`config.mk`:
```
export PLATFORM = sky130hd
export DESIGN_NAME = pc_fetch_sequencer_flat
export DESIGN_NICKNAME = d
export VERILOG_FILES = /design/src/rtl/pc_fetch_sequencer_pkg.sv /design/src/rtl/pc_fetch_sequencer_if.sv /design/src/rtl/pc_fetch_sequencer_redirect_target_calc.sv /design/src/rtl/pc_fetch_sequencer.sv /design/src/flat_wrapper.sv
export SDC_FILE = /design/constraint.sdc
export NUM_CORES = 1
export LEC_CHECK = 0
export CAP_MARGIN = 20
export CORE_ASPECT_RATIO = 2
export CORE_MARGIN = 2
export CORE_UTILIZATION = 55
export CTS_CLUSTER_DIAMETER = 40
export CTS_CLUSTER_SIZE = 30
export DETAILED_ROUTE_END_ITERATION = 6
export GPL_TIMING_DRIVEN = 1
export PLACE_DENSITY = 0.94
export SETUP_SLACK_MARGIN = 0.5
export SYNTH_ARGS = -nofsm -noshare
export SYNTH_HDL_FRONTEND = slang
export SYNTH_SLANG_ARGS = --single-unit
```
`constraint.sdc`:
```
create_clock -name clk -period 6 [get_ports clk]
set_input_delay 0.9 -clock clk [delete_from_list [all_inputs] [get_ports clk]]
set_output_delay 0.9 -clock clk [all_outputs]
set_load 0.02 [all_outputs]
```
`src/rtl/pc_fetch_sequencer_pkg.sv`:
```
// Shared encodings for the IF-stage fetch sequencer: next-PC operations,
// sequencer states and the sequential PC step.
package pc_fetch_sequencer_pkg;

    localparam logic [4:0] NPC_PLUS4  = 5'd0;
    localparam logic [4:0] NPC_BRANCH = 5'd1;
    localparam logic [4:0] NPC_JUMP   = 5'd2;
    localparam logic [4:0] NPC_JALR   = 5'd3;

    typedef enum logic [1:0] {
        PCS_BOOT  = 2'd0,
        PCS_FETCH = 2'd1,
        PCS_WAIT  = 2'd2,
        PCS_HOLD  = 2'd3
    } pcs_e;

    // 32-bit wrap is intentional; fetch simply rolls over to address 0.
    function automatic logic [31:0] pc_plus4(input logic [31:0] pc);
        return pc + 32'd4;
    endfunction

endpackage

```
`src/rtl/pc_fetch_sequencer_if.sv`:
```
// Instruction-memory req/ack fetch port; the sequencer is master, memory is slave.
interface pc_fetch_sequencer_if;
    logic        imem_req;
    logic [31:0] imem_addr;
    logic        imem_ack;

    modport master(output imem_req, output imem_addr, input imem_ack);
    modport slave (input imem_req, input imem_addr, output imem_ack);
endinterface

```
`src/rtl/pc_fetch_sequencer_redirect_target_calc.sv`:
```
// Decodes an EX-stage control transfer into redirect/target/misalign.
// A target with bit 1 set is replaced by the trap vector.
module redirect_target_calc
    import pc_fetch_sequencer_pkg::*;
#(
    parameter logic [31:0] TRAP_VEC = 32'h0000_0100
) (
    input  logic        ex_valid,
    input  logic [4:0]  ex_npc_op,
    input  logic        ex_branch_taken,
    input  logic [31:0] ex_pc,
    input  logic [31:0] ex_imm,
    input  logic [31:0] ex_alu_out,
    output logic        ex_redir,
    output logic [31:0] target,
    output logic        misalign
);
    logic [31:0] raw_target;

    always_comb begin
        raw_target = ex_pc + ex_imm;
        if (ex_npc_op == NPC_JALR) raw_target = ex_alu_out & ~32'h1;
        ex_redir = ex_valid & (((ex_npc_op == NPC_BRANCH) & ex_branch_taken) |
                               (ex_npc_op == NPC_JUMP) | (ex_npc_op == NPC_JALR));
        misalign = ex_redir & raw_target[1];
        target   = raw_target[1] ? TRAP_VEC : raw_target;
    end
endmodule

```
`src/rtl/pc_fetch_sequencer.sv`:
```
// IF-stage fetch PC owner: arbitrates trap/redirect/stall/sequential next-PC
// and runs the req/ack instruction-memory handshake.
module pc_fetch_sequencer
    import pc_fetch_sequencer_pkg::*;
#(
    parameter logic [31:0] RESET_PC = 32'h0000_0000,
    parameter logic [31:0] TRAP_VEC = 32'h0000_0100
) (
    input  logic                 clk,
    input  logic                 rst,
    input  logic                 stall_i,
    input  logic                 ex_valid,
    input  logic [4:0]           ex_npc_op,
    input  logic                 ex_branch_taken,
    input  logic [31:0]          ex_pc,
    input  logic [31:0]          ex_imm,
    input  logic [31:0]          ex_alu_out,
    input  logic                 trap_req,
    pc_fetch_sequencer_if.master imem,
    output logic                 if_valid,
    output logic [31:0]          if_pc,
    output logic                 flush_if_id,
    output logic                 flush_id_ex,
    output logic                 misalign_o
);
    pcs_e        state_q, state_d;
    logic [31:0] fetch_pc_q, fetch_pc_d;
    logic [31:0] pend_target_q, pend_target_d;
    logic        pend_valid_q, pend_valid_d;
    logic        ex_redir, calc_misalign, take, req;
    logic [31:0] ex_target, take_target;

    redirect_target_calc #(.TRAP_VEC(TRAP_VEC)) u_calc (
        .ex_valid       (ex_valid),
        .ex_npc_op      (ex_npc_op),
        .ex_branch_taken(ex_branch_taken),
        .ex_pc          (ex_pc),
        .ex_imm         (ex_imm),
        .ex_alu_out     (ex_alu_out),
        .ex_redir       (ex_redir),
        .target         (ex_target),
        .misalign       (calc_misalign)
    );

    // Gating with rst makes the combinational pulses show reset values immediately.
    assign take        = !rst && (trap_req || ex_redir);
    assign take_target = trap_req ? TRAP_VEC : ex_target;
    assign req         = (state_q == PCS_WAIT) ||
                         ((state_q == PCS_FETCH) && !stall_i && !take);

    assign imem.imem_req  = req;
    assign imem.imem_addr = fetch_pc_q;
    assign if_pc          = fetch_pc_q;
    assign flush_if_id    = take;
    assign flush_id_ex    = take;
    assign misalign_o     = !rst && calc_misalign;

    always_comb begin
        state_d       = state_q;
        fetch_pc_d    = fetch_pc_q;
        pend_valid_d  = pend_valid_q;
        pend_target_d = pend_target_q;
        if_valid      = 1'b0;
        unique case (state_q)
            PCS_BOOT: begin
                state_d = PCS_FETCH;
                if (take) fetch_pc_d = take_target;
            end
            PCS_FETCH: begin
                if (take) fetch_pc_d = take_target;
                else if (req && imem.imem_ack) begin
                    if_valid   = 1'b1;
                    fetch_pc_d = pc_plus4(fetch_pc_q);
                end else if (req) state_d = PCS_WAIT;
            end
            PCS_WAIT: begin
                if (imem.imem_ack) begin
                    state_d      = PCS_FETCH;
                    pend_valid_d = 1'b0;
                    // Any redirect seen during the access discards the returned word.
                    if (take) fetch_pc_d = take_target;
                    else if (pend_valid_q) fetch_pc_d = pend_target_q;
                    else begin
                        if_valid = 1'b1;
                        if (stall_i) state_d = PCS_HOLD;
                        else fetch_pc_d = pc_plus4(fetch_pc_q);
                    end
                end else if (take) begin
                    pend_valid_d  = 1'b1;
                    pend_target_d = take_target;
                end
            end
            PCS_HOLD: begin
                if_valid = !take;
                if (take) begin
                    fetch_pc_d = take_target;
                    state_d    = PCS_FETCH;
                end else if (!stall_i) begin
                    fetch_pc_d = pc_plus4(fetch_pc_q);
                    state_d    = PCS_FETCH;
                end
            end
            default: state_d = PCS_BOOT;
        endcase
    end

    always_ff @(posedge clk or posedge rst) begin
        if (rst) begin
            state_q       <= PCS_BOOT;
            fetch_pc_q    <= RESET_PC;
            pend_valid_q  <= 1'b0;
            pend_target_q <= RESET_PC;
        end else begin
            state_q       <= state_d;
            fetch_pc_q    <= fetch_pc_d;
            pend_valid_q  <= pend_valid_d;
            pend_target_q <= pend_target_d;
        end
    end
endmodule
```
`src/flat_wrapper.sv`:
```
// flat-port wrapper written by rule: the top's interface ports become plain ports
module pc_fetch_sequencer_flat import pc_fetch_sequencer_pkg::*;
#(
    parameter logic [31:0] RESET_PC = 32'h0000_0000,
    parameter logic [31:0] TRAP_VEC = 32'h0000_0100
)
  (clk, rst, stall_i, ex_valid, ex_npc_op, ex_branch_taken, ex_pc, ex_imm, ex_alu_out, trap_req, if_valid, if_pc, flush_if_id, flush_id_ex, misalign_o, imem_imem_req, imem_imem_addr, imem_imem_ack);
  pc_fetch_sequencer_if imem_i ();
  input  logic clk;
  input  logic rst;
  input  logic stall_i;
  input  logic ex_valid;
  input  logic [4:0] ex_npc_op;
  input  logic ex_branch_taken;
  input  logic [31:0] ex_pc;
  input  logic [31:0] ex_imm;
  input  logic [31:0] ex_alu_out;
  input  logic trap_req;
  output logic if_valid;
  output logic [31:0] if_pc;
  output logic flush_if_id;
  output logic flush_id_ex;
  output logic misalign_o;
  output wire logic [$bits(imem_i.imem_req)-1:0] imem_imem_req;
  output wire logic [$bits(imem_i.imem_addr)-1:0] imem_imem_addr;
  input wire logic [$bits(imem_i.imem_ack)-1:0] imem_imem_ack;
  assign imem_imem_req = imem_i.imem_req;
  assign imem_imem_addr = imem_i.imem_addr;
  assign imem_i.imem_ack = imem_imem_ack;
  pc_fetch_sequencer #(.RESET_PC(RESET_PC), .TRAP_VEC(TRAP_VEC)) u_core (.clk(clk), .rst(rst), .stall_i(stall_i), .ex_valid(ex_valid), .ex_npc_op(ex_npc_op), .ex_branch_taken(ex_branch_taken), .ex_pc(ex_pc), .ex_imm(ex_imm), .ex_alu_out(ex_alu_out), .trap_req(trap_req), .imem(imem_i), .if_valid(if_valid), .if_pc(if_pc), .flush_if_id(flush_if_id), .flush_id_ex(flush_id_ex), .misalign_o(misalign_o));
endmodule
```
==> impl_metrics.py, run 1 <==
metrics = {
    "grt": {
        "antenna_found_initial": 0,
        "grt.total_usage_pct": 35.1,
        "grt_max_degree": 66,
        "grt_pass1_vias": 7850,
        "wire_length_of_the_first_global_routing_pass_um": 38600,
        "grt_overflow": 0,
    },
    "clocking": {
        "ctsRootBufferMaster": "clkbuf_16",
        "tritoncts_num_sinks": 65,
        "cts_buffers": 9,
        "cts.reportedPaths.clkPinSlew_ns": 0.05,
        "clock_tree.buffer_depth": 2,
        "quantity_of_hold_fixing_buffers_added_after_cts": 0,
        "clk_latency_ns": 0.34,
        "cts.repair_timing.setup_buffer_count": 0,
        "cts_tree": "built",
        "postCtsResizedCells": 0,
        "htreeDepth": 3,
    },
    "run_status": {
        "failing_checks": "design-rule violations",
        "status": "complete, but fails checks",
    },
    "floorplan": {
        "die-width_um": 84.3,
        "chipHeight_um": 165,
        "core_um2": 12600,
        "start_util_pct": 56.5,
        "boundaryPins": 177,
        "die_area_um2": 13900,
        "num_rows": 58,
    },
    "logic_synthesis": {
        "synth_area_leaders": "dfrtp_1, nand2_1, ha_1",
        "syn-mean-instance-area_um2": 7.34,
        "yosysWarningCount": 0,
        "synth-adder-area-share_pct": 6.99,
        "synth_flop_cell": "dfrtp_1",
        "synth_top_family_by_area": "compound AO/OA/AOI/OAI gates",
        "synth.lib_cells_used.distinct": 75,
        "synth_async_sr_flop_share_pct": 100,
        "synthMostInstantiatedCell": "nand2_1",
        "yosysTopAreaCellShare_pct": 22.9,
        "postSynthCellCount": 966,
        "post_synth_xor_area_fraction_pct": 8.27,
        "number_of_enable_flip_flop_cells_after_synthesis": 0,
        "ys_top_cells_by_count": "nand2_1, a21oi_1, nor2_1",
        "synthSimpleGateAreaFrac_pct": 23.6,
        "synth-seq-area-share_pct": 22.9,
        "synth_top_area_cell": "dfrtp_1",
        "yosys_register_bits": 65,
        "proportion_of_synthesized_area_in_mux_cells_pct": 2.56,
        "netlist_area_um2": 7090,
        "synth_compound_area_share_pct": 27.3,
    },
    "critical_path": {
        "worst_endpoint_data_arrival_time_ns": 3.27,
        "worst_setup_path_start_kind": "primary input",
        "crit_path_max_fanout": 8,
        "timing_worst_setup_path_type": "in -> out",
        "reg2reg_setup_slack_ns": 2.29,
        "critical_path.endpoint_type": "output pin",
        "worst_ep_required_time_ns": 5.10,
    },
    "sta": {
        "setup_viol": 0,
        "tightest_slew_ns": 0.979,
        "fin_setup_tns_ns": 0,
        "report.final.slew_viol_count": 0,
        "worst_clock_skew_ns": 0.00956,
        "hold_violations": 0,
        "unrepaired_setup_endpoints_after_global_routing": "no",
        "final.setup.worst_slack_ns": 1.83,
        "min_period_ns": 4.17,
        "highest_attainable_clock_frequency_mhz": 240,
        "layout_worst_path_cycle_share_pct": 69.6,
        "max_slew_margin_pct": 34.5,
    },
    "place": {
        "io_buffers": 173,
        "detailed_place_hpwl_um": 18100,
        "place_worst_setup_slack_ns": 1.85,
        "place_congestion": 1.01,
        "placed_cells_incl_taps": 1213,
    },
    "detailed_routing": {
        "vias": 8032,
        "drtAntennaViolNets": 0,
        "drt-initial-drc-count": 926,
        "dr.pass1.iters": 7,
        "finalWirelength_um": 24500,
        "routed_via_count_divided_by_cell_count": 6.54,
        "route.detailed.wl_per_inst_um": 20.0,
        "detail_route.drc_violations": 1,
    },
    "final_layout": {
        "fill_cell_count": 1009,
        "layout.area.seq_um2": 1630,
        "multi_input_comb_area_um2": 4890,
        "post_route_cells_drive_above_1_share_pct": 6.49,
        "layoutNonFillerInstCount": 1229,
        "finalNetCount": 1222,
        "insertedDiodeCount": 0,
        "syn2layout_area_growth_pct": 25.9,
        "postLayoutCoreUtil_pct": 71.1,
    },
    "pwr": {
        "seq_power_share_pct": 24.0,
        "switchingPower_w": 0.00171,
        "total_power_w": 0.00357,
        "power.density_nw_per_um2": 400,
        "power.share.clock_pct": 14.9,
        "logic_pwr_share_pct": 61.1,
        "cellInternalPower_w": 0.00187,
        "netSwitchingFraction_pct": 47.8,
        "power.ir.vdd_worst_mv": 0.368,
        "power.static_leakage_nw": 3.68,
    },
    "run": {
        "timing.max_cap.violations": 0,
    },
    "worst_hold_path": {
        "hold_path_class": "reg -> reg",
    },
}
==> power by group through the flow <==
stage	Sequential, W	Clock (W)	Combinational (W)
floorplan	0.000871	0	0.00138
global placement	0.000845	0	0.00207
global route	0.000877	0.000550	0.00233
CTS	0.000847	0.000534	0.00213
detailed placement	0.000853	0	0.00212
finish	0.000858	0.000534	0.00218
==> sequential cells by signal, indices dropped and copies added (netlist names) <==
signal and cells:
u_core.state_q 2, u_core.pend_valid_q 1, u_core.if_pc 31, u_core.pend_target_q 31
==> per-stage QoR <==
step                      area, um2  hold slack [ns]
final                          8930            0.465
after global routing           8930            0.484
after CTS                      8920            0.467
after global placement         8620            0.449
after detailed placement       8620            0.455
after floorplan                7100            0.437
==> layout by cell type (no fill, tap or decap), types with 13 or more instances in the layout <==
master	Yosys	layout
nor3_1	22	22
xor2_1	30	30
a31oi_1	13	13
a211oi_1	13	13
nand3_1	31	31
nand2_1	158	158
nor2_1	81	81
o21ai_0	80	80
inv_1	17	16
xnor2_1	37	37
dfrtp_1	65	65
buf_4	35	17
ha_1	38	38
a21o_1	17	17
a21oi_1	84	84
clkdlybuf4s50_1	0	173
==> logic make-up (layout without fill, tap and decap cells) <==
group / Yosys count / after routing
xor gates and xnor gates: 67 / 67
and+or+nand+nor: 360 / 360
adders and majority gates: 39 / 39
DFF: 65 / 65
buffers and inverters: 112 / 224
muxes: 17 / 17
AOI/OAI and AO/OA: 305 / 305
other: 1 / 2
==> final timing paths <==
check,end,start,cells after the start
worst max-delay path,if_valid,ex_npc_op[4],9
worst min-delay path,u_core.pend_target_q[0],u_core.pend_target_q[0],2
worst max register to register,u_core.if_pc[7],u_core.state_q[0],12
worst min register to register,u_core.pend_target_q[0],u_core.pend_target_q[0],2
max in group asynchronous,u_core.pend_target_q[31],rst,3
min in group asynchronous,u_core.pend_target_q[18],rst,3
==> worst max-delay path, cell delays in order <==
cell             delay [ns]
clkdlybuf4s50_1        0.40
nor3_1                 0.28
nand3_1                0.16
a21o_1                 0.33
a31o_2                 0.30
a21o_1                 0.18
a21oi_1                0.15
nor2_1                 0.05
clkdlybuf4s50_1        0.53
==> final cells by class <==
| type | instances | area share (%) |
|---|---|---|
| Sequential cell | 65 | 18.2 |
| Clock buffer | 12 | 2.87 |
| Tap cell | 150 | 2.10 |
| Inverter | 19 | 0.799 |
| Timing Repair Buffer | 190 | 20.8 |
| Clock inverter | 3 | 0.448 |
| Multi-Input combinational cell | 790 | 54.7 |
==> per-layer routing <==
metal	share of wire [%]	routed length (um)	GRT usage, %
met3	8.0	1950	5.75
met4	7.2	1760	26.4
met1	33	8070	36.9
met2	52	12800	61.9
met5	0	0	0
Note: power is estimated with default switching activity, not from simulation.
==> inputs of run 2 (changes only) <==
--- a/config.mk
+++ b/config.mk
@@ -8,12 +8,12 @@
 export CAP_MARGIN = 20
 export CORE_ASPECT_RATIO = 2
 export CORE_MARGIN = 2
-export CORE_UTILIZATION = 55
+export CORE_UTILIZATION = 51
 export CTS_CLUSTER_DIAMETER = 40
 export CTS_CLUSTER_SIZE = 30
 export DETAILED_ROUTE_END_ITERATION = 6
 export GPL_TIMING_DRIVEN = 1
-export PLACE_DENSITY = 0.94
+export PLACE_DENSITY = 0.88
 export SETUP_SLACK_MARGIN = 0.5
 export SYNTH_ARGS = -nofsm -noshare
 export SYNTH_HDL_FRONTEND = slang
==> constraint.sdc (replaced) <==
create_clock -name clk -period 4.4 [get_ports clk]
set_input_delay 0.66 -clock clk [delete_from_list [all_inputs] [get_ports clk]]
set_output_delay 0.66 -clock clk [all_outputs]
set_load 0.02 [all_outputs]
==> run 2 against run 1 <==
Compared with the run above:
- the flow still finishes with violations (design-rule violations)
- first-iteration DRC count grew 11%
- cell count rose by 1.2%
- clock power increased by 37%
- via count is 0.11% lower
- total power increased by 37%
- sequential share of layout area down 0.16 points
- die area up 7.6%
- wire length fell by 2.3%
- count of clock-buffer cells in the layout is 1 lower
- critical path type unchanged
==> impl_metrics.py, run 2 (same netlist as run 1, synthesis figures left out) <==
metrics = {
    "final_layout": {
        "fill_cell_count": 1181,
        "layoutNonFillerInstCount": 1244,
        "post_route_cells_drive_above_1_share_pct": 7.18,
        "syn2layout_area_growth_pct": 27.0,
        "layout.cells.most_common_list": "clkdlybuf4s50_1, nand2_1, a21oi_1",
        "finalNetCount": 1229,
        "insertedDiodeCount": 0,
        "layout_commonest_cell": "clkdlybuf4s50_1",
    },
    "place": {
        "placed_cells_incl_taps": 1225,
        "detailed_place_hpwl_um": 17800,
        "place_congestion": 0.978,
        "io_buffers": 173,
    },
    "detailed_routing": {
        "m1WireLength_um": 8800,
        "finalWirelength_um": 24000,
        "drt-initial-drc-count": 1030,
        "met3_wirelength_um": 2150,
        "route.detailed.wl_per_inst_um": 19.3,
        "vias": 8023,
        "drtAntennaViolNets": 0,
        "dr.pass1.iters": 7,
        "routed.top_layer": "met4",
        "met2_length_um": 11600,
        "routed_via_count_divided_by_cell_count": 6.45,
        "detail_route.drc_violations": 1,
    },
    "clocking": {
        "clk_latency_ns": 0.34,
        "cts.repair_timing.setup_buffer_count": 0,
        "postCtsResizedCells": 0,
        "tritoncts_num_sinks": 65,
        "quantity_of_hold_fixing_buffers_added_after_cts": 0,
        "cts.reportedPaths.clkPinSlew_ns": 0.05,
        "htreeDepth": 3,
        "cts_tree": "built",
        "ctsRootBufferMaster": "clkbuf_16",
        "cts_buffers": 9,
        "clock_tree.buffer_depth": 2,
    },
    "grt": {
        "grt_overflow": 0,
        "antenna_found_initial": 0,
        "wire_length_of_the_first_global_routing_pass_um": 38000,
        "grt.total_usage_pct": 32.3,
        "grt_pass1_vias": 7555,
        "grt_max_degree": 48,
    },
    "floorplan": {
        "chipHeight_um": 171,
        "core_um2": 13700,
        "start_util_pct": 51.6,
        "num_rows": 61,
        "die-width_um": 87.4,
        "die_area_um2": 14900,
        "boundaryPins": 177,
    },
    "sta": {
        "highest_attainable_clock_frequency_mhz": 270,
        "unrepaired_setup_endpoints_after_global_routing": "no",
        "layout_worst_path_cycle_share_pct": 84.2,
        "min_period_ns": 3.70,
        "max_slew_margin_pct": 28.3,
        "tightest_slew_ns": 1.08,
        "report.final.slew_viol_count": 0,
        "hold_violations": 0,
        "worst_clock_skew_ns": 0.00995,
        "fin_setup_tns_ns": 0,
        "setup_viol": 0,
    },
    "worst_hold_path": {
        "hold_end": "u_core.pend_target_q[26]",
        "hold_start": "u_core.pend_target_q[26]",
        "hold_path_class": "reg -> reg",
        "hold_depth": 2,
    },
    "critical_path": {
        "worst_endpoint_data_arrival_time_ns": 3.04,
        "crit_buf_inv": 2,
        "timing_worst_setup_path_type": "in -> out",
        "worst_setup_path_start_kind": "primary input",
        "critical_path_cell_count": 9,
        "r2r_cells": 8,
        "reg2reg_setup_slack_ns": 1.32,
        "critical-path-top-delay-family": "compound AO/OA/AOI/OAI gates",
        "timing.rr.start": "u_core.state_q[0]",
        "crit_path_max_fanout": 8,
        "worst_r2r_endpoint": "u_core.if_pc[10]",
        "critical_path.endpoint_type": "output pin",
        "crit_chain": "clkdlybuf4s50_1 > nor3_1 > nand3_1 > a21o_1 > a31o_2 > a21o_1 > a21oi_1 > nor2_1 > clkdlybuf4s50_1",
        "critPathMaxStageDelay_ns": 0.53,
        "cp_slowest_cell": "clkdlybuf4s50_1",
        "worst_ep_required_time_ns": 3.74,
    },
    "run_status": {
        "status": "complete, but fails checks",
        "failing_checks": "design-rule violations",
    },
    "pwr": {
        "power.density_nw_per_um2": 544,
        "power.static_leakage_nw": 3.71,
        "power.ir.vdd_worst_mv": 0.307,
    },
    "run": {
        "timing.max_cap.violations": 0,
    },
}
[run 2: changes by cell type in the layout (fill, tap and decap cells not counted)]
| cell | before | now |
|---|---|---|
| clkbuf_8 | 2 | 1 |
| buf_12 | 0 | 1 |
| buf_6 | 0 | 1 |
| clkinvlp_4 | 0 | 2 |
| buf_4 | 17 | 22 |
[run 2: how the worst max path moves through the flow]
stage,from,to,slack (ns)
3_5_place_dp,ex_pc[0],u_core.pend_target_q[30],0.52
6_report,ex_npc_op[4],if_valid,0.70
5_1_grt,ex_npc_op[4],if_valid,0.58
3_3_place_gp,ex_pc[0],u_core.if_pc[30],0.58
2_1_floorplan,ex_pc[0],u_core.pend_target_q[30],1.42
4_1_cts,ex_npc_op[4],if_valid,0.72
[run 2: routing by layer]
layer	vias up	track usage, %
li1	3664	-
met3	107	5.31
met4	0	19.7
met1	3695	37.9
met5	-	0
met2	557	53.7
[run 2: report_power, final]
| part | switching (W) | internal, W | leakage, nW |
|---|---|---|---|
| clock | 0.000282 | 0.000452 | 0.142 |
| combinational | 0.00172 | 0.00129 | 2.72 |
| sequential | 0.000341 | 0.000813 | 0.857 |
[run 2: area by class of cell]
type	instances	area (um2)	share of cell area, %
clock buffers	11	243	2.70
clock inverters	5	55.1	0.611
inverters	19	71.3	0.792
multi-input cells	790	4890	54.3
flip-flops and latches	65	1630	18.1
well taps	157	196	2.18
repair buffers	197	1930	21.4
[run 2: worst reg2reg max path, cell delays in order (launching register included)]
cell	delay [ns]
dfrtp_1	0.43
ha_1	0.91
nor2_1	0.37
nor2_1	0.61
buf_4	0.28
a21oi_1	0.06
nand3_1	0.13
o21ai_0	0.07
o21ai_0	0.14
[run 2: metrics by stage]
step	total power (W)	util (%)	hold slack [ns]	area (um2)	worst slack [ns]
after floorplan	0.00308	-	0.437	7100	1.42
after global placement	0.00399	63.1	0.450	8670	0.581
after detailed placement	0.00406	63.1	0.456	8670	0.517
after CTS	0.00480	65.3	0.470	8970	0.716
after global routing	0.00519	65.6	0.491	9010	0.576
final	0.00490	65.6	0.468	9010	0.696
==> inputs of run 3 (changes only) <==
==> constraint.sdc (replaced) <==
create_clock -name clk -period 3.5 [get_ports clk]
set_input_delay 0.525 -clock clk [delete_from_list [all_inputs] [get_ports clk]]
set_output_delay 0.525 -clock clk [all_outputs]
set_load 0.02 [all_outputs]
==> run 3 against run 2 <==
Compared with the run above:
- the run now ends clean
- hold slack worse by 0.0012 ns
- combinational power up 34%
- register-to-register slack worse by 0.69 ns
- wire length up 11%
- cell count up 3.4%
- largest power group unchanged
- sequential cell count unchanged
- core utilization up 4.3 points
- sequential power up 27%
- clock skew down 0.0058 ns
- sequential share of layout area down 1.1 points
==> impl_metrics.py, run 3 (same netlist as run 1, synthesis figures left out) <==
metrics = {
    "sta": {
        "report.final.slew_viol_count": 0,
        "highest_attainable_clock_frequency_mhz": 337,
        "min_period_ns": 2.97,
        "layout_worst_path_cycle_share_pct": 84.7,
        "tightest_slew_ns": 0.693,
        "worst_clock_skew_ns": 0.00419,
        "setup_viol": 0,
        "max_slew_margin_pct": 53.7,
        "hold_violations": 0,
        "unrepaired_setup_endpoints_after_global_routing": "yes",
    },
    "clocking": {
        "tritoncts_num_sinks": 65,
        "clock_tree.buffer_depth": 2,
        "ctsRootBufferMaster": "clkbuf_16",
        "cts_buffers": 9,
        "htreeDepth": 3,
        "clk_latency_ns": 0.34,
        "cts_tree": "built",
        "quantity_of_hold_fixing_buffers_added_after_cts": 0,
        "cts.reportedPaths.clkPinSlew_ns": 0.05,
    },
    "pwr": {
        "power.density_nw_per_um2": 659,
        "power.static_leakage_nw": 4.03,
        "power.ir.vdd_worst_mv": 0.274,
    },
    "floorplan": {
        "core_um2": 13700,
        "chipHeight_um": 171,
        "start_util_pct": 51.6,
        "die_area_um2": 14900,
        "boundaryPins": 177,
        "die-width_um": 87.4,
        "num_rows": 61,
    },
    "critical_path": {
        "worst_endpoint_data_arrival_time_ns": 3.18,
        "r2r_cells": 10,
        "reg2reg_setup_slack_ns": 0.63,
        "critPathMaxStageDelay_ns": 0.42,
        "timing_worst_setup_path_type": "in -> reg",
        "worst_setup_path_start_kind": "primary input",
        "crit_chain": "clkdlybuf4s50_1 > ha_1 > nand2_1 > o21bai_2 > nand2_1 > a311oi_1 > nor4_2 > buf_4 > a21oi_2 > xnor2_1 > o21ai_2 > mux2_4",
        "crit_path_max_fanout": 6,
        "worst_ep_required_time_ns": 3.72,
        "cp_slowest_cell": "ha_1",
        "critical_path.endpoint_type": "flop",
        "crit_path_frequent_cell": "nand2_1",
    },
    "final_layout": {
        "final_design_area_no_fill_um2": 9600,
        "layout.cells.most_common_list": "clkdlybuf4s50_1, nand2_1, nor2_1",
        "insertedDiodeCount": 0,
        "layout_commonest_cell": "clkdlybuf4s50_1",
        "post_route_cells_drive_above_1_share_pct": 15.1,
        "syn2layout_area_growth_pct": 35.4,
        "postLayoutCoreUtil_pct": 69.9,
        "finalNetCount": 1271,
    },
    "grt": {
        "antenna_found_initial": 0,
        "wire_length_of_the_first_global_routing_pass_um": 40700,
        "grt_max_degree": 66,
        "grt_pass1_vias": 7902,
        "grt_overflow": 0,
        "grt.total_usage_pct": 35.0,
    },
    "worst_hold_path": {
        "hold_depth": 2,
        "hold_path_class": "reg -> reg",
    },
    "detailed_routing": {
        "drt-initial-drc-count": 823,
        "drtAntennaViolNets": 0,
        "detail_route.drc_violations": 0,
        "routed_via_count_divided_by_cell_count": 6.45,
        "finalWirelength_um": 26600,
        "route.detailed.wl_per_inst_um": 20.7,
        "dr.pass1.iters": 6,
        "vias": 8290,
    },
    "run": {
        "timing.max_cap.violations": 0,
    },
    "place": {
        "detailed_place_hpwl_um": 19600,
        "io_buffers": 173,
        "place_area_um2": 8990,
        "place_congestion": 0.992,
    },
    "run_status": {
        "status": "completed",
    },
}
-- run 3: cell types whose count changed in the layout (fill, tap and decap cells not counted), moves of 8 or more --
cell,before,now
ha_1,38,27
clkdlybuf4s50_1,173,163
dlymetal6s2s_1,0,8
a21oi_2,0,10
a21oi_1,84,73
buf_4,22,64
-- run 3: worst max-delay path, delay by kind of cell --
| kind | cells | cell delay (ns) |
|---|---|---|
| AOI/OAI and AO/OA | 4 | 0.86 |
| and+or+nand+nor | 3 | 0.37 |
| adders and majority gates | 1 | 0.42 |
| muxes | 1 | 0.27 |
| xor gates and xnor gates | 1 | 0.15 |
| buffers and inverters | 2 | 0.57 |
-- run 3: what timing repair did --
item                                    4_1_cts  5_1_grt
resized for setup                            22       59
hold endpoints to repair                      0        0
pin swaps                                     8       19
cloned                                        0        0
endpoints found under the setup margin       24       38
buffers inserted                              3        2
-- run 3: layer usage --
layer  global-route usage (%)  part of all wire (%)  up-vias
met5                        0                     0        -
met4                     23.3                   6.6        0
met3                     3.91                   7.7      119
met2                     58.5                    49      573
met1                     41.1                    36     3849
li1                         -                     -     3749
-- run 3: final timing paths --
check / from / end
setup / recovery: ex_pc[13] / u_core.pend_target_q[30]
hold / removal: u_core.pend_target_q[0] / u_core.pend_target_q[0]
setup reg to reg: u_core.if_pc[2] / u_core.if_pc[28]
hold reg to reg: u_core.pend_target_q[0] / u_core.pend_target_q[0]
max in group asynchronous: rst / u_core.if_pc[3]
min in group asynchronous: rst / u_core.pend_target_q[21]
-- run 3: report_power, final --
| part | total (W) | switching, W | internal, W |
|---|---|---|---|
| combinational | 0.00402 | 0.00227 | 0.00175 |
| sequential | 0.00146 | 0.000439 | 0.00103 |
| clock | 0.000846 | 0.000332 | 0.000515 |
| total | 0.00633 | 0.00304 | 0.00329 |
-- run 3: layout make-up --
| type | count | area, um2 |
|---|---|---|
| fill | 1127 | 4140 |
| multi-input combinational | 790 | 5160 |
| clock buffer | 13 | 260 |
| timing repair buffer | 239 | 2270 |
| tap | 157 | 196 |
| clock inverter | 3 | 15.0 |
| inverter | 19 | 75.1 |
| sequential | 65 | 1630 |
-- run 3: per-stage QoR --
step	total power [W]	hold WS, ns	worst slack (ns)	setup TNS, ns	cells
5_1_grt	0.00669	0.502	0.452	0	1286
6_report	0.00633	0.467	0.534	0	1286
3_3_place_gp	0.00521	0.450	-0.154	-0.322	1265
2_1_floorplan	0.00387	0.437	0.650	0	967
4_1_cts	0.00619	0.468	0.470	0	1284
3_5_place_dp	0.00529	0.455	-0.192	-0.505	1265
==> RTL edit 1 (settings of run 1) <==
The 4 values of `pcs_e` get a one-hot encoding in 4 bits.
--- a/src/rtl/pc_fetch_sequencer_pkg.sv
+++ b/src/rtl/pc_fetch_sequencer_pkg.sv
@@ -7,11 +7,11 @@
     localparam logic [4:0] NPC_JUMP   = 5'd2;
     localparam logic [4:0] NPC_JALR   = 5'd3;
 
-    typedef enum logic [1:0] {
-        PCS_BOOT  = 2'd0,
-        PCS_FETCH = 2'd1,
-        PCS_WAIT  = 2'd2,
-        PCS_HOLD  = 2'd3
+    typedef enum logic [3:0] {
+        PCS_BOOT  = 4'b0001,
+        PCS_FETCH = 4'b0010,
+        PCS_WAIT  = 4'b0100,
+        PCS_HOLD  = 4'b1000
     } pcs_e;
 
     // 32-bit wrap is intentional; fetch simply rolls over to address 0.
Check against the original RTL: same outputs for any inputs over 4 cycles, from zero or initial values and one cycle with rst high; so few cycles prove little.
==> RTL edit 1 against run 1 <==
The run still ends with DRC left. Worst setup slack worse by 35 ps. Wire length is 1.5% lower. Core utilization is 0.66 points lower. Power is 14% lower. Sequential cell count is 2 higher. Area after synthesis is 2.1% lower. Critical endpoint is now imem_imem_req. Sequential share of layout area is 0.86 points higher. Largest power group unchanged. Cell area is 1.5% lower. Non-clock buffer count is 2 lower. Global-route usage is 0.21 points higher.
==> RTL edit 1: results (changes against run 1) <==
* Failing checks: DRC (unchanged)
* Initial DRC count at 1098 (was 926)
* GR Util met2 at 63.75% (was 61.87%)
* Clock Latency Late Sink at 340 ps (about the same)
* Pre-CTS setup slack at 1646 ps (was 1850 ps)
* Synth Area in Compound Gates at 30.86% (was 27.35%)
* Met3 GRT Util at 5.170% (was 5.747%)
* Switch share at 45.45% (was 47.79%)
* Top post-synthesis cells by area: dfrtp_1 (24%), nand2_1 (8.0%), a21oi_1 (7.2%) (was dfrtp_1 (23%), nand2_1 (8.4%), ha_1 (6.7%))
* Vias in the first global route at 7887 (was 7850)
* First-pass GRT wire length at 38600 um (was 38550 um)
* XOR/XNOR Fraction of Synth Area at 5.426% (was 8.275%)
* Port buffer count at 173 (unchanged)
* Post-synth cell types at 84 (was 75)
* Worst vdd ir at 0.0002719 V (was 0.0003684 V)
* Post-DP HPWL at 17700 um (was 18130 um)
* WL/cell at 20.26 um (was 19.97 um)
* Mux share of post-synthesis cell area at 2.127% (was 2.558%)
* Vias per inst at 6.781 (was 6.535)
* Crit path arrival time at 3310 ps (was 3270 ps)
* Top_reg_cell synth: dfrtp_1 (unchanged)
* Register area share after synthesis at 24.18% (was 22.94%)
* H-tree depth at 3 (unchanged)
* Initial antenna violation count at 0 (unchanged)
* Slew headroom at 25.44% (was 34.49%)
* Initial DRT Pass Iterations at 7 (unchanged)
* # DRC at 9 (was 1)
* Hold WC Path Type: reg -> reg (unchanged)
* Nets at 1180 (was 1222)
* CP peak stage delay at 710 ps (was 530 ps)
* Status: finished with violations (unchanged)
* Ys async rst share at 100.0% (unchanged)
* Root Driver: clkbuf_16 (unchanged)
* Post-CTS resize count at 0 (unchanged)
* Grt met1 use at 36.57% (was 36.95%)
* Max Clock Skew at 6.313 ps (was 9.558 ps)
* Synth Area in Adders at 6.057% (was 6.987%)
* Share of cells above drive strength 1 at 5.939% (was 6.487%)
* CTS Buf Count at 9 (unchanged)
* Clk slew on worst S/H paths at 60 ps
* Crit-path max FO at 11 (was 8)
* Leakage at 3.592 nW (was 3.681 nW)
* All-Layer GR Usage at 35.33% (was 35.12%)
* Diode count at 0 (unchanged)
* Commonest cells post-synth: nand2_1 (147), a21oi_1 (100), o21ai_0 (82), nor2_1 (71), dfrtp_1 (66) (was nand2_1 (158), a21oi_1 (84), nor2_1 (81), o21ai_0 (80), dfrtp_1 (65))
* Gpl congestion at 1.014 (was 1.009)
* Largest net degree at the start of global routing at 68 (was 66)
## RTL edit 1: area by class of cell
class / instances / area [um2]
clock inverters: 6 / 88.84
well taps: 150 / 187.7
fillers: 952 / 3689
flip-flops and latches: 67 / 1678
repair buffers: 188 / 1844
clock buffers: 10 / 229.0
multi-input cells: 765 / 4733
inverters: 8 / 32.53
## RTL edit 1: path summary, 6_finish.rpt
kind	startpoint	endpoint	slack [ps]	depth (start not counted)
max in group asynchronous	rst	u_core.if_pc[10]	4180	3
min in group asynchronous	rst	u_core.if_pc[29]	1220	3
hold reg to reg	u_core.pend_target_q[11]	u_core.pend_target_q[11]	490	2
setup / recovery	ex_npc_op[1]	imem_imem_req	1790	7
setup reg to reg	u_core.state_q[1]	u_core.if_pc[20]	2990	6
hold / removal	u_core.pend_target_q[11]	u_core.pend_target_q[11]	490	2
## RTL edit 1: cells by family (layout without fill, tap and decap cells)
kind of cell | after synthesis | after routing
muxes | 14 | 14
DFF | 67 | 67
buffers and inverters | 98 | 212
and+or+nand+nor | 336 | 336
adders and majority gates | 33 | 33
AOI/OAI and AO/OA | 337 | 337
other | 1 | 2
xor gates and xnor gates | 43 | 43
## RTL edit 1: metrics by stage
step | area, um2 | hold slack (ps) | util, % | total power [W] | cells
after floorplan | 6944 | 439.1 | - | 0.001860 | 930
after global placement | 8476 | 458.2 | 67.90 | 0.002395 | 1178
after detailed placement | 8476 | 462.7 | 67.90 | 0.002443 | 1178
after CTS | 8793 | 476.0 | 70.45 | 0.003017 | 1194
after global routing | 8793 | 509.8 | 70.45 | 0.003214 | 1194
final | 8793 | 486.7 | 70.45 | 0.003061 | 1194
## RTL edit 1: critical path, delay by kind of cell
| kind | cells | cell delay (ps) |
|---|---|---|
| buffers and inverters | 3 | 1280 |
| AO/OA/AOI/OAI | 3 | 1010 |
| AND/OR/NAND/NOR | 1 | 110 |
## RTL edit 1: layer usage
layer  share of wire [%]  up-vias
li1                    -     3602
met1                  32     3697
met2                  52      631
met3                 8.3      167
met4                 7.7        0
met5                   0        -
## RTL edit 1: power by group through the flow
stage	Combinational, W	Clock [W]	Sequential, W
global placement	0.00159	0	0.000807
detailed placement	0.00163	0	0.000815
global route	0.00178	0.000595	0.000840
CTS	0.00164	0.000569	0.000807
floorplan	0.00102	0	0.000836
finish	0.00167	0.000573	0.000819
==> RTL edit 2 (settings of run 1) <==
Made on the original files. `TRAP_VEC` is set to 32'h0000_0100 in 3 places; all go to 32'h000000C0.
--- a/src/rtl/pc_fetch_sequencer_redirect_target_calc.sv
+++ b/src/rtl/pc_fetch_sequencer_redirect_target_calc.sv
@@ -3,7 +3,7 @@
 module redirect_target_calc
     import pc_fetch_sequencer_pkg::*;
 #(
-    parameter logic [31:0] TRAP_VEC = 32'h0000_0100
+    parameter logic [31:0] TRAP_VEC = 32'h000000C0
 ) (
     input  logic        ex_valid,
     input  logic [4:0]  ex_npc_op,
--- a/src/rtl/pc_fetch_sequencer.sv
+++ b/src/rtl/pc_fetch_sequencer.sv
@@ -4,7 +4,7 @@
     import pc_fetch_sequencer_pkg::*;
 #(
     parameter logic [31:0] RESET_PC = 32'h0000_0000,
-    parameter logic [31:0] TRAP_VEC = 32'h0000_0100
+    parameter logic [31:0] TRAP_VEC = 32'h000000C0
 ) (
     input  logic                 clk,
     input  logic                 rst,
--- a/src/flat_wrapper.sv
+++ b/src/flat_wrapper.sv
@@ -2,7 +2,7 @@
 module pc_fetch_sequencer_flat import pc_fetch_sequencer_pkg::*;
 #(
     parameter logic [31:0] RESET_PC = 32'h0000_0000,
-    parameter logic [31:0] TRAP_VEC = 32'h0000_0100
+    parameter logic [31:0] TRAP_VEC = 32'h000000C0
 )
   (clk, rst, stall_i, ex_valid, ex_npc_op, ex_branch_taken, ex_pc, ex_imm, ex_alu_out, trap_req, if_valid, if_pc, flush_if_id, flush_id_ex, misalign_o, imem_imem_req, imem_imem_addr, imem_imem_ack);
   pc_fetch_sequencer_if imem_i ();
Behaviour: not the same (Yosys sat finds a counterexample within 4 cycles, from zero or initial values and one cycle with rst high).
==> RTL edit 2 against run 1 <==
Maximum frequency decreased by 6.0%. Combinational power increased by 2%. Area after synthesis grew 3.9%. Worst setup slack worse by 270 ps. The flow still finishes with violations (DRC). Core utilization shrank 1.6 points. Wire length up 3.2%. First-iteration DRC count increased by 6.3%. Synthesized cell count grew 3.2%. Sequential power rose by 2%. Cell area up 1.8%. Sequential cell count is the same. Power up 0.28%.
==> RTL edit 2: results (changes against run 1) <==
* Failing checks: DRC (unchanged)
* Crit-path max FO at 14 (was 8)
* H-tree depth at 3 (unchanged)
* Root Driver: clkbuf_16 (unchanged)
* CP peak stage delay at 730 ps (was 530 ps)
* Post-DP HPWL at 19160 um (was 18130 um)
* Vias per inst at 6.857 (was 6.535)
* First-pass GRT wire length at 40250 um (was 38550 um)
* Clk buf depth at 2 (unchanged)
* Worst vdd ir at 0.0001840 V (was 0.0003684 V)
* R2r startpoint: u_core.if_pc[4] (was u_core.state_q[0])
* Max Clock Skew at 5.445 ps (was 9.558 ps)
* Initial DRT Pass Iterations at 7 (unchanged)
* Post-CTS setup buffers at 0 (unchanged)
* Hold WC Path Type: reg -> reg (unchanged)
* Initial DRC count at 984 (was 926)
* Status: finished with violations (unchanged)
* Diode count at 0 (unchanged)
* Clk slew on worst S/H paths at 50 ps (about the same)
* Hold path startpoint: u_core.pend_target_q[0] (unchanged)
* Nets at 1233 (was 1222)
* Post-CTS resize count at 0 (unchanged)
* Post-synth cell types at 74 (was 75)
* WL final at 25330 um (was 24550 um)
* Fillers at 1059 (was 1009)
* Register area share after synthesis at 22.08% (was 22.94%)
* Port buffer count at 173 (unchanged)
* DR vias at 8517 (was 8032)
* Commonest cells post-synth: nand2_1 (139), o21ai_0 (84), a21oi_1 (72), nor2_1 (71), dfrtp_1 (65) (was nand2_1 (158), a21oi_1 (84), nor2_1 (81), o21ai_0 (80), dfrtp_1 (65))
* All-Layer GR Usage at 34.91% (was 35.12%)
* Initial antenna violation count at 0 (unchanged)
* Synth Instances at 997 (was 966)
* Share of cells above drive strength 1 at 6.239% (was 6.487%)
* Top post-synthesis cells by area: dfrtp_1 (22%), nand2_1 (7.1%), ha_1 (6.5%) (was dfrtp_1 (23%), nand2_1 (8.4%), ha_1 (6.7%))
* Beginning of the critical path: ex_npc_op[4] (unchanged)
* Leakage at 3.725 nW (was 3.681 nW)
* Crit path arrival time at 3540 ps (was 3270 ps)
* Synth Warn # at 0 (unchanged)
* Clock Latency Late Sink at 340 ps (about the same)
* CTS Buf Count at 9 (unchanged)
* Final Hold Fails at 0 (unchanged)
* Gpl congestion at 0.9550 (was 1.009)
* # DRC at 7 (was 1)
* Vias in the first global route at 8313 (was 7850)
* Worst Max-Slew Pin Slew at 1059 ps (was 979.0 ps)
* Crit-path slowest cell: clkdlybuf4s50_1 (unchanged)
RTL edit 2: routing by layer:
layer / share of wire [%] / GRT usage (%) / routed length (um)
met1: 33 / 36.97 / 8257
met2: 50 / 59.65 / 12790
met3: 8.3 / 5.274 / 2095
met4: 8.7 / 28.23 / 2194
met5: 0 / 0 / 0
RTL edit 2: cell families (layout without fill, tap and decap cells):
logic type | after synthesis | in the layout | synth area share (%)
other | 1 | 2 | 0.05089
buffers and inverters | 131 | 223 | 8.881
AND/OR/NAND/NOR | 360 | 360 | 23.35
adder cells (fa/ha/maj) | 39 | 39 | 6.724
AO/OA/AOI/OAI | 317 | 317 | 28.38
XOR/XNOR | 63 | 63 | 7.489
flip-flops | 65 | 65 | 22.08
multiplexers | 21 | 21 | 3.057
RTL edit 2: final timing paths:
check | endpoint | slack, ps | depth (start not counted)
setup reg to reg | u_core.if_pc[28] | 2580 | 8
hold / removal | u_core.pend_target_q[0] | 480 | 2
max in group asynchronous | u_core.if_pc[17] | 4160 | 3
hold reg to reg | u_core.pend_target_q[0] | 480 | 2
setup / recovery | flush_id_ex | 1560 | 6
min in group asynchronous | u_core.pend_target_q[16] | 1310 | 3
RTL edit 2: through the flow:
step / instance area [um2] / worst slack, ps / hold slack [ps]
4_1_cts: 9086 / 1628 / 486.2
2_1_floorplan: 7372 / 2238 / 440.2
3_3_place_gp: 8822 / 1668 / 452.9
6_report: 9086 / 1561 / 484.6
3_5_place_dp: 8822 / 1610 / 466.6
5_1_grt: 9086 / 1432 / 516.1
RTL edit 2: final cells by class:
type | count | area [um2] | share of cell area [%]
sequential | 65 | 1627 | 17.90
inverter | 23 | 86.33 | 0.9502
multi-input combinational | 802 | 5097 | 56.10
clock buffer | 12 | 246.5 | 2.713
tap | 152 | 190.2 | 2.093
timing repair buffer | 185 | 1822 | 20.05
clock inverter | 3 | 17.52 | 0.1928
RTL edit 2: report_power, final:
group,total [W],internal [W],switching (W)
sequential,0.000872,0.000600,0.000272
combinational,0.00223,0.000947,0.00128
clock,0.000482,0.000287,0.000195
total,0.00358,0.00183,0.00175
RTL edit 2: critical path: cells and delay by family:
kind / cells / cell delay (ps)
buffers and inverters: 3 / 1630
and+or+nand+nor: 2 / 770
AOI/OAI and AO/OA: 1 / 230
